File: src/rtl/sector_sweep_ctrl.sv
// Main sequencer for the LED sector display: IDLE -> SWEEP -> DONE.
// Optional DONE auto-return to IDLE is built when SECTOR_DONE_TIMEOUT_EN is defined.
module sector_sweep_ctrl #(
    parameter int NUM_GROUPS        = 4,
    parameter int SECTORS_PER_GROUP = 8,
    parameter int STEP_CYCLES       = 25000000,
    parameter int DONE_TIMEOUT      = 250000000,
    localparam int GW  = (NUM_GROUPS > 1) ? $clog2(NUM_GROUPS) : 1,
    localparam int SW  = (SECTORS_PER_GROUP > 1) ? $clog2(SECTORS_PER_GROUP) : 1,
    localparam int TW  = (STEP_CYCLES > 1) ? $clog2(STEP_CYCLES) : 1
) (
    input  logic                         clk,
    input  logic                         reset,
    input  logic                         start,
    input  logic                         abort,
    input  logic                         change_sector_group,
    output logic [1:0]                   main_state,
    output logic [GW-1:0]                group_idx,
    output logic [SW-1:0]                sector_idx,
    output logic [SECTORS_PER_GROUP-1:0] led,
    output logic                         sweep_done
);

    typedef enum logic [1:0] {
        S_IDLE  = 2'b00,
        S_SWEEP = 2'b01,
        S_DONE  = 2'b10
    } state_t;

    localparam logic [TW-1:0] STEP_LAST   = TW'(STEP_CYCLES - 1);
    localparam logic [SW-1:0] SECTOR_LAST = SW'(SECTORS_PER_GROUP - 1);
    localparam logic [GW-1:0] GROUP_LAST  = GW'(NUM_GROUPS - 1);

    // Parameter sanity checks at elaboration time.
    if (NUM_GROUPS < 1) begin : g_bad_groups
        $error("NUM_GROUPS must be at least 1");
    end
    if (SECTORS_PER_GROUP < 1) begin : g_bad_sectors
        $error("SECTORS_PER_GROUP must be at least 1");
    end
    if (STEP_CYCLES < 1) begin : g_bad_step
        $error("STEP_CYCLES must be at least 1");
    end
    if (DONE_TIMEOUT < 1) begin : g_bad_timeout
        $error("DONE_TIMEOUT must be at least 1");
    end

    state_t        state;
    logic [TW-1:0] timer;

`ifdef SECTOR_DONE_TIMEOUT_EN
    localparam int TOW = (DONE_TIMEOUT > 1) ? $clog2(DONE_TIMEOUT) : 1;
    localparam logic [TOW-1:0] TO_LAST = TOW'(DONE_TIMEOUT - 1);
    logic [TOW-1:0] to_cnt;
`endif

    assign main_state = state;

    function automatic logic [SECTORS_PER_GROUP-1:0] onehot(
        input logic [SW-1:0] s
    );
        onehot    = '0;
        onehot[s] = 1'b1;
    endfunction

    function automatic logic [GW-1:0] next_group(
        input logic [GW-1:0] g
    );
        next_group = (g == GROUP_LAST) ? '0 : g + GW'(1);
    endfunction

    // Sequencer: state, dwell timer, indices and LED drive all move together.
    always_ff @(posedge clk) begin
        if (reset) begin
            state      <= S_IDLE;
            group_idx  <= '0;
            sector_idx <= '0;
            led        <= '0;
            sweep_done <= 1'b0;
            timer      <= '0;
`ifdef SECTOR_DONE_TIMEOUT_EN
            to_cnt     <= '0;
`endif
        end else begin
            sweep_done <= 1'b0;
            case (state)
                S_IDLE: begin
                    led <= '0;
                    if (start && !abort) begin
                        state      <= S_SWEEP;
                        sector_idx <= '0;
                        timer      <= '0;
                        led        <= onehot('0);
                    end
                end

                S_SWEEP: begin
                    if (abort) begin
                        state      <= S_IDLE;
                        sector_idx <= '0;
                        timer      <= '0;
                        led        <= '0;
                    end else if (timer == STEP_LAST) begin
                        timer <= '0;
                        if (sector_idx == SECTOR_LAST) begin
                            state      <= S_DONE;
                            led        <= '1;
                            sweep_done <= 1'b1;
`ifdef SECTOR_DONE_TIMEOUT_EN
                            to_cnt     <= '0;
`endif
                        end else begin
                            sector_idx <= sector_idx + SW'(1);
                            led        <= onehot(sector_idx + SW'(1));
                        end
                    end else begin
                        timer <= timer + TW'(1);
                    end
                end

                S_DONE: begin
                    led <= '1;
                    if (abort) begin
                        state      <= S_IDLE;
                        sector_idx <= '0;
                        timer      <= '0;
                        led        <= '0;
`ifdef SECTOR_DONE_TIMEOUT_EN
                        to_cnt     <= '0;
`endif
                    end else if (change_sector_group || start) begin
                        if (change_sector_group) begin
                            group_idx <= next_group(group_idx);
                        end
                        state      <= S_SWEEP;
                        sector_idx <= '0;
                        timer      <= '0;
                        led        <= onehot('0);
`ifdef SECTOR_DONE_TIMEOUT_EN
                        to_cnt     <= '0;
`endif
                    end
`ifdef SECTOR_DONE_TIMEOUT_EN
                    else if (to_cnt == TO_LAST) begin
                        state      <= S_IDLE;
                        sector_idx <= '0;
                        timer      <= '0;
                        led        <= '0;
                        to_cnt     <= '0;
                    end else begin
                        to_cnt <= to_cnt + TOW'(1);
                    end
`endif
                end

                default: begin
                    state      <= S_IDLE;
                    sector_idx <= '0;
                    timer      <= '0;
                    led        <= '0;
`ifdef SECTOR_DONE_TIMEOUT_EN
                    to_cnt     <= '0;
`endif
                end
            endcase
        end
    end

endmodule
File: config.mk
export PLATFORM = sky130hd
export DESIGN_NAME = sector_sweep_ctrl
export DESIGN_NICKNAME = d
export VERILOG_FILES = /design/src/rtl/sector_sweep_ctrl.sv
export SDC_FILE = /design/constraint.sdc
export NUM_CORES = 1
export LEC_CHECK = 0
export CELL_PAD_IN_SITES_DETAIL_PLACEMENT = 1
export CELL_PAD_IN_SITES_GLOBAL_PLACEMENT = 1
export CORE_MARGIN = 4
export CORE_UTILIZATION = 23
export DETAILED_ROUTE_END_ITERATION = 16
export DONT_BUFFER_PORTS = 1
export PLACE_DENSITY_LB_ADDON = 0.08
export SYNTH_ARGS = -nofsm -noshare
export SYNTH_HDL_FRONTEND = slang
export SYNTH_SLANG_ARGS = --single-unit
File: constraint.sdc
create_clock -name clk -period 3.1 [get_ports clk]
set_input_delay 0.62 -clock clk [delete_from_list [all_inputs] [get_ports clk]]
set_output_delay 0.62 -clock clk [all_outputs]
set_load 0.1 [all_outputs]
==> results_dict.tcl <==
set metrics [dict create \
    status "finished clean" \
    relSlewSlack_pct 33.1 \
    cts.clk_slew.worst_paths_ns 0.08 \
    min_path_cells 1 \
    met3_usage_pct 2.71 \
    dp_hpwl_um 3530 \
    slew_viol_final 0 \
    die_h_um 100 \
    setup_slack_ns 0.781 \
    timing.rr.start "timer[10]" \
    synth_cell_types 39 \
    setup_viol 0 \
    post_synth.cell_area_avg_um2 8.43 \
    start_util_pct 23.7 \
    dpl-instance-area_um2 2110 \
    cp-end-kind "register" \
    clock_power_share_pct 37.0 \
    cts-root-buf "clkbuf_8" \
    cts_hold_buf 0 \
    arrival_ns 2.55 \
    ys.flop_type "dfxtp_1" \
    synth-seq-cells 41 \
    post_cts_resized 0 \
    synthesis.nets 240 \
    vias 1605 \
    p_leak_nw 0.716 \
    netlist_area_um2 1950 \
    path_cells "or4_4, nor4_4, a21oi_2, or4_1, a21oi_1" \
    cts_setup_buffers 0 \
    tritoncts "yes" \
    worstSetupPathType "reg -> reg" \
    grt_antenna_before_repair 0 \
    gp_congestion 0.682 \
    grt.total_usage_pct 10.7 \
    r2r-end "led[0]" \
    use_met2_pct 18.1 \
    grt_pass1_wl_um 8470 \
    final_antenna_net_count 0 \
    power.density_nw_per_um2 443 \
    worst_slew_pin_slew_ns 1.00 \
    drc 0 \
    cp_slowest_stage_delay_ns 0.56 \
    routedWlPerCell_um 14.5 \
    reg2regPathDepth 5 \
    synth.most_common_cell "dfxtp_1" \
    clock_latency_ns 0.29 \
    synth_edf_count 0 \
    use_met1_pct 13.3 \
    antenna_cells 0 \
    h-tree-depth 2 \
    drive_gt1_share_pct 9.70 \
    pin_count 21 \
    required_ns 3.33 \
    p_sw_share_pct 25.5 \
    initialDrtViolationCount 41 \
    final_hold_viol_count 0 \
    startpoint "timer[10]" \
    critPathMaxFanout 10 \
    clockBufferDepth 2 \
    yosysTopAreaCell "dfxtp_1" \
    syn_inst 231 \
    ys_warn_count 0 \
    netlist.area_leader.share_pct 42.1 \
    fin_util_pct 26.7 \
    power.switching_w 0.000247 \
    overflow 0 \
    endpoint "led[0]" \
    fmax_ghz 0.431 \
    min_period_ns 2.32 \
    yosys-top-cells-count "41 x dfxtp_1, 38 x nor2_1, 18 x nand2_1" \
    async_flop_share_pct 0 \
    wl_um 4960 \
    dieArea_um2 10000 \
    synthTopCellsByArea "dfxtp_1 42%, nor2_1 7.3%, xnor2_1 5.8%, xor2_1 4.5%, nand4_1 3.5%" \
    rsz0062_at_grt "false" \
    first_pass_iters 4 \
    pwr-share-seq_pct 57.8 \
    area_delta_synth_final_pct 12.6 \
    num-nets-final 246 \
    setup_tns_ns 0 \
    place_ws_ns 0.793 \
    power_w 0.000971 \
    cts-buffers-inserted 5 \
    rrSetupSlack_ns 0.78 \
    combPwrFrac_pct 5.2 \
    finClkSkew_ns 0.00877 \
    design.core.area_um2 8220 \
    start_kind "register" \
    critPathSlowestCell "or4_4" \
    grt_max_degree 26 \
    maxCapViolations 0 \
    stdcell_area_um2 2190 \
    vias_per_cell 4.69 \
    num_rows 33 \
    hold_class "in -> reg" \
    vdd_ir_drop_max_mv 0.145 \
    cts_sinks 41 \
    power.internal_w 0.000724 \
    portBuffers 0 \
    die_w_um 100 \
    grt.busiest_layer "met2" \
    grt_pass1_vias 1668 \
    ys_seq_area_share_pct 42.1 \
    fin_crit_sh_pct 74.8 \
]
routing by layer:
metal | wire, um | up-vias
li1 | - | 824
met1 | 2390 | 751
met2 | 2290 | 22
met3 | 207 | 8
met4 | 72 | 0
met5 | 0 | -
worst min path at each step:
stage | startpoint | end | slack [ns]
3_5_place_dp | timer[1] | timer[1] | 0.47
4_1_cts | reset | main_state[1] | 0.37
5_1_grt | reset | main_state[1] | 0.36
6_report | reset | main_state[1] | 0.38
2_1_floorplan | timer[1] | timer[1] | 0.44
3_3_place_gp | timer[1] | timer[1] | 0.47
registers in the layout, indices dropped and copies added (netlist names):
signal and cells:
led 8, main_state 2, sector_idx 3, group_idx 2, timer 25, sweep_done 1
power groups by stage:
stage	clock network [W]	logic (W)	registers, W
after floorplan	0	0.0000327	0.000580
after global placement	0	0.0000522	0.000574
after detailed placement	0	0.0000517	0.000574
after CTS	0.000389	0.0000519	0.000562
after global routing	0.000402	0.0000571	0.000563
final	0.000359	0.0000503	0.000562
stage by stage:
step | std cells | hold WS, ns
2_1_floorplan | 231 | 0.444
3_3_place_gp | 335 | 0.472
3_5_place_dp | 335 | 0.467
4_1_cts | 342 | 0.371
5_1_grt | 342 | 0.363
6_report | 342 | 0.384
area by class of cell:
type	count	area (um2)
Tap cell	105	131
Sequential cell	41	821
Multi-Input combinational cell	168	1040
Fill cell	995	6020
Inverter	12	45.0
Clock buffer	7	86.3
Timing Repair Buffer	9	67.6
worst max-delay path: cells and delay by family, from the launching register on:
family / cells / cell delay (ns)
AO/OA/AOI/OAI: 2 / 0.37
flip-flops: 1 / 0.36
AND/OR/NAND/NOR: 3 / 1.54
cells in the final DEF, fill, tap and decap left out:
cell type,n
a211oi_1,1
a21oi_1,9
a21oi_2,1
a221oi_1,6
a311oi_1,1
a31oi_1,1
and2_1,1
and3_1,5
and3_2,1
and3b_1,1
and4_2,1
buf_4,9
clkbuf_1,1
clkbuf_8,6
dfxtp_1,41
ha_1,4
inv_1,12
mux2i_1,2
nand2_1,18
nand3_1,8
nand3b_1,1
nand4_1,11
nand4b_1,2
nor2_1,38
nor2b_1,1
nor3_1,9
nor4_1,5
nor4_4,1
o21a_1,1
o21ai_0,2
o21ai_2,1
o221a_2,1
o311a_1,1
o31ai_1,2
or3_1,4
or3b_2,1
or4_1,3
or4_4,1
xnor2_1,13
xor2_1,10
cells by family (layout without fill, tap and decap cells):
family	after synthesis	count (layout)	synth area share [%]
adder cells (fa/ha/maj)	4	4	2.57
buffers and inverters	22	28	4.37
XOR/XNOR	23	23	10.3
AND/OR/NAND/NOR	112	112	29.7
AO/OA/AOI/OAI	27	27	9.83
multiplexers	2	2	1.03
flip-flops	41	41	42.1
(Power assumes the default switching activity.)
==> RTL edit 1 (config.mk and constraints unchanged) <==
Register the output `sweep_done` once more; this adds one clock of latency there. The other outputs are not delayed to match.
--- a/src/rtl/sector_sweep_ctrl.sv
+++ b/src/rtl/sector_sweep_ctrl.sv
@@ -30,6 +30,8 @@
     localparam logic [TW-1:0] STEP_LAST   = TW'(STEP_CYCLES - 1);
     localparam logic [SW-1:0] SECTOR_LAST = SW'(SECTORS_PER_GROUP - 1);
     localparam logic [GW-1:0] GROUP_LAST  = GW'(NUM_GROUPS - 1);
+
+    logic sweep_done_s0;
 
     // Parameter sanity checks at elaboration time.
     if (NUM_GROUPS < 1) begin : g_bad_groups
@@ -76,13 +78,13 @@
             group_idx  <= '0;
             sector_idx <= '0;
             led        <= '0;
-            sweep_done <= 1'b0;
+            sweep_done_s0 <= 1'b0;
             timer      <= '0;
 `ifdef SECTOR_DONE_TIMEOUT_EN
             to_cnt     <= '0;
 `endif
         end else begin
-            sweep_done <= 1'b0;
+            sweep_done_s0 <= 1'b0;
             case (state)
                 S_IDLE: begin
                     led <= '0;
@@ -105,7 +107,7 @@
                         if (sector_idx == SECTOR_LAST) begin
                             state      <= S_DONE;
                             led        <= '1;
-                            sweep_done <= 1'b1;
+                            sweep_done_s0 <= 1'b1;
 `ifdef SECTOR_DONE_TIMEOUT_EN
                             to_cnt     <= '0;
 `endif
@@ -166,4 +168,8 @@
         end
     end
 
+    always_ff @(posedge clk) begin
+        sweep_done <= sweep_done_s0;
+    end
+
 endmodule
Behaviour: same outputs for any inputs over 10 cycles, from zero or initial values and one cycle with reset high; that may be too few to reach the edited logic, so the function may still have changed.
==> RTL edit 1 against the unedited design <==
Wire length rose by 2.1%. Sequential power is 2% higher. Setup slack better by 12 ps. Combinational power barely moved. Via count up 2.1%. Synthesized area rose by 1.0%. Clock skew is 6.0 ps higher. Final area up 1.5%. Sequential cell count grew 1. Power increased by 3.2%.
==> RTL edit 1: results (changes against the unedited design) <==
The run finished with clean final reports. The fraction of synthesis flops using an asynchronous set or reset pin is 0% (unchanged). The later-pin clock latency in the skew report is 300 ps. The number of nets in the layout came out at 248 (+0.81%). The instance area at placement is 2130 µm² (+1.3%). The total wire length is 5060 µm (+2.1%). The overall via count from detail_route is 1638 (+2.1%).

The global-route wire length before repair was 8630 µm (+1.9%). The violation count after the first detailed-routing iteration is 21 (-49%). The routability-driven placement congestion ratio was 0.699 (+2.5%). The maximum buffer depth of the clock tree was 2 (unchanged). The data arrival at the endpoint of the critical path was 2550 ps (about the same). The met2 usage in global routing is 18.2% (+0.084 points).

The portion of the post-synthesis area used by sequential elements was 42.7% (+0.59 points). The tightest min-delay check is of the flip-flop to flip-flop type. The HPWL after detailed placement came to 3530 µm (+0.24%). The register-to-register setup slack is 790 ps. The post-synthesis xor/xnor area fraction came out at 10.2% (-0.11 points).

The leakage component of the power is 0.733 nW (+2.4%). The number of global-route vias before repair came out at 1740 (+4.3%). The complex-gate fraction of the synthesized area came out at 9.73% (-0.10 points). The share of cell area taken by muxes after synthesis was 1.02% (-0.010 points). The global routing met1 resource utilization is 13.6% (+0.28 points). The share of the clock period used by the worst path is 74.4% (-0.39 points). The number of optimization iterations in the first detailed-route pass came to 6 (+2). The slew at the pin closest to its max-slew limit is 967 ps (-35.3 ps).

The routing usage on met3 is 2.56% (-0.15 points). The number of nets in the synthesized netlist came out at 241 (+0.42%). In the post-synthesis netlist, the biggest area contributors are sky130_fd_sc_hd__dfxtp_1, sky130_fd_sc_hd__nor2_1, sky130_fd_sc_hd__xnor2_1.

The total of fill cells in the finished design came out at 983 (-1.2%). By count the netlist is led by sky130_fd_sc_hd__dfxtp_1, sky130_fd_sc_hd__nor2_1, sky130_fd_sc_hd__nand2_1, sky130_fd_sc_hd__xnor2_1, sky130_fd_sc_hd__inv_1. The worst clock skew came to 14.7 ps (+5.97 ps). The adder-cell share of the synthesized area is 2.54% (-0.026 points). In the final layout, the registers with the most flip-flops are timer (25), led (8), sector_idx (3). The worst voltage drop across the vdd grid is 0.150 mV (+3.0%).

In this run the clock root is driven by a sky130_fd_sc_hd__clkbuf_8. The cell depth of the worst flop-to-flop path is 5 (unchanged). The proportion of layout cells with a drive suffix above 1 was 10.4% (+0.71 points). The total global routing track utilization came out at 10.8% (+0.055 points). The level count of the clock H-tree came out at 2 (unchanged).
## RTL edit 1: worst min-delay path by stage
stage / to / slack, ps / cells after the start / start
6_report: sweep_done / 330 / 0 / sweep_done_s0
5_1_grt: sweep_done / 350 / 0 / sweep_done_s0
4_1_cts: sweep_done / 340 / 0 / sweep_done_s0
3_5_place_dp: sweep_done / 310 / 0 / sweep_done_s0
3_3_place_gp: sweep_done / 310 / 0 / sweep_done_s0
2_1_floorplan: sweep_done / 310 / 0 / sweep_done_s0
## RTL edit 1: cell families (layout without fill, tap and decap cells)
| kind of cell | count (synthesis) | count (layout) |
|---|---|---|
| multiplexers | 2 | 2 |
| buffers and inverters | 22 | 30 |
| XOR/XNOR | 23 | 23 |
| adder cells (fa/ha/maj) | 4 | 4 |
| flip-flops | 42 | 42 |
| AO/OA/AOI/OAI | 27 | 27 |
| AND/OR/NAND/NOR | 112 | 112 |
## RTL edit 1: area by class of cell
class	count	area share (%)
timing repair buffer	10	3.37
sequential	42	37.8
clock buffer	7	3.88
clock inverter	1	0.225
tap	105	5.90
multi-input combinational	168	46.8
inverter	12	2.02
## RTL edit 1: metal layers
metal	share of wire [%]	up-vias
met2	46	21
met3	3.6	8
li1	-	824
met5	0	-
met1	49	785
met4	1.4	0
## RTL edit 1: critical path, stage by stage, from the launching register on
cell	delay, ps
sky130_fd_sc_hd__dfxtp_1	350
sky130_fd_sc_hd__or4_4	550
sky130_fd_sc_hd__nor4_4	440
sky130_fd_sc_hd__a21oi_2	240
sky130_fd_sc_hd__or4_1	540
sky130_fd_sc_hd__a21oi_1	140
## RTL edit 1: power breakdown
group | internal, mW | switching (mW) | total [mW]
Clock | 0.180 | 0.198 | 0.378
Sequential | 0.545 | 0.0290 | 0.574
Combinational | 0.0148 | 0.0354 | 0.0501
## RTL edit 1: metrics by stage
| stage | util [%] | instances | total power, mW |
|---|---|---|---|
| after floorplan | - | 232 | 0.625 |
| after global placement | 25.8 | 337 | 0.639 |
| after detailed placement | 25.8 | 337 | 0.639 |
| after CTS | 27.0 | 345 | 1.03 |
| after global routing | 27.0 | 345 | 1.06 |
| final | 27.0 | 345 | 1.00 |
==> RTL edit 2 (same settings) <==
Made on the original files. Build with the macro `SECTOR_DONE_TIMEOUT_EN` defined.
--- a/src/rtl/sector_sweep_ctrl.sv
+++ b/src/rtl/sector_sweep_ctrl.sv
@@ -1,5 +1,7 @@
 // Main sequencer for the LED sector display: IDLE -> SWEEP -> DONE.
 // Optional DONE auto-return to IDLE is built when SECTOR_DONE_TIMEOUT_EN is defined.
+`define SECTOR_DONE_TIMEOUT_EN
+
 module sector_sweep_ctrl #(
     parameter int NUM_GROUPS        = 4,
     parameter int SECTORS_PER_GROUP = 8,
Formal check against the unedited RTL: no difference found for any inputs over 10 cycles, from zero or initial values and one cycle with reset high; that may be too few to reach the edited logic, so the function may still have changed.
==> RTL edit 2 against the unedited design <==
Non-clock buffer count increased by 6. Setup slack got worse by 450 ps. Final area increased by 83%. Power increased by 110%. Wire length increased by 94%. Clock power increased to 2.9 times the old value. Synthesized area increased by 78%. Sequential cell count increased by 28. Critical path type unchanged. Critical endpoint is now timer[14]. Highest routed layer unchanged.
==> RTL edit 2: results (changes against the unedited design) <==
The number of global-route vias before repair is 3164 (+90%). The CTS buffer count came out at 9 (+4). The buffer share of cell area came out at 2.81% (-0.27 points). The worst clock skew is 9.01 ps (+0.236 ps). The data arrival at the endpoint of the critical path is 2970 ps (+420 ps).

The number of flip-flops under the largest register name is 28 (+12%). The complex-gate fraction of the synthesized area is 11.2% (+1.4 points). The relative slew slack is 31.3% (-1.7 points). The average instance area after synthesis is 8.41 µm² (-0.31%). The leakage component of the power is 1.31 nW (+83%). The cell-internal power was 1.57 mW (+120%).

The global-route wire length before repair came out at 16300 µm (+92%). The cell depth of the worst flop-to-flop path is 6 (+1). The maximum net fanout on the critical path came out at 20 (+10). The final instance area is 4010 µm² (+83%). For hold timing, the worst endpoint is led[0]. The number of cells in the finished layout apart from fillers is 608 (+78%). The number of clock buffer instances in the layout came out at 14 (+7).

The count of non-CTS buffers in the layout is 15 (+6). The overall via count from detail_route was 2971 (+85%). The routability-driven placement congestion ratio is 0.753 (+10%). The inverter count of the layout excluding clock inverters is 7 (-5). The violation count after the first detailed-routing iteration is 116 (+180%). The endpoint of the lowest-slack register-to-register path is timer[14]. The total number of multi-input combinational cells came out at 318 (+89%). The sequential share of cell area came out at 34.5% (-2.9 points). The die outline area came out at 17100 µm² (+71%). The share of total power in the clock network came to 51.8% (+15 points).

The post-synthesis xor/xnor area fraction is 10.8% (+0.51 points). The level count of the clock H-tree came to 3 (+1). The maximum buffer depth of the clock tree is 2 (unchanged). The tightest hold margin was 348 ps (-36.3 ps). The share of cell area taken by muxes after synthesis came out at 0.613% (-0.42 points). The later-pin clock latency in the skew report is 340 ps (+50 ps). The register-to-register setup slack is 330 ps (-450 ps).

The portion of the post-synthesis area used by sequential elements was 39.8% (-2.3 points). The adder-cell share of the synthesized area is 2.16% (-0.41 points). The register share of total power came to 45.0% (-13 points). Clock tree synthesis selected as its root buffer the cell sky130_fd_sc_hd__clkbuf_16. The number of nets in the synthesized netlist came to 424 (+77%). The maximum number of pins on one net before global-route repair came out at 29 (+12%).

The HPWL after detailed placement came out at 6720 µm (+91%). The worst voltage drop across the vdd grid is 0.239 mV (+65%). Sorting the synthesized cells by area gives the leading types as sky130_fd_sc_hd__dfxtp_1, sky130_fd_sc_hd__xnor2_1, sky130_fd_sc_hd__nor2_1. The routed length per placed instance is 15.8 µm (+9.2%). The flow ran to the end, and the final reports show no timing, DRC or antenna violations. The total global routing track utilization is 12.3% (+1.6 points).

The proportion of layout cells with a drive suffix above 1 is 8.96% (-0.74 points). The post-CTS clock slew at the launch and capture registers of the worst setup and hold paths is 60 ps (-20 ps). The total sequential power came to 0.902 mW (+60%). The fraction of synthesis flops using an asynchronous set or reset pin came out at 0% (unchanged). The worst slack at placement is 264 ps (-530 ps).

The clock sink total is 69 (+68%). After synthesis, the most frequently instantiated cells are sky130_fd_sc_hd__dfxtp_1, sky130_fd_sc_hd__nor2_1, sky130_fd_sc_hd__nand2_1, sky130_fd_sc_hd__xnor2_1, sky130_fd_sc_hd__nor3_1. The number of nets in the layout was 431 (+75%).

The largest registers in the layout are to_cnt (28), timer (25), led (8).
==> RTL edit 2: cell types whose count changed after synthesis, sizes merged, moves of 14 or more <==
| cell | unedited run | this run |
|---|---|---|
| dfxtp | 41 | 69 |
| xnor2 | 13 | 29 |
| nor3 | 9 | 23 |
| nand2 | 18 | 34 |
| nor2 | 38 | 58 |
==> RTL edit 2: how the worst max path moves through the flow <==
| stage | cells after the start | slack (ps) | endpoint |
|---|---|---|---|
| detailed placement | 6 | 260 | timer[5] |
| CTS | 6 | 260 | timer[14] |
| floorplan | 9 | 70 | to_cnt[10] |
| finish | 6 | 330 | timer[14] |
| global placement | 6 | 330 | timer[13] |
| global route | 6 | 110 | timer[14] |
==> RTL edit 2: routing by layer <==
layer  part of all wire, %  up-vias  GRT usage (%)
met2                    49       28           21.1
met1                    46     1456           14.8
li1                      -     1481              -
met3                   3.2        6           3.98
met4                   1.1        0           3.27
met5                     0        -              0
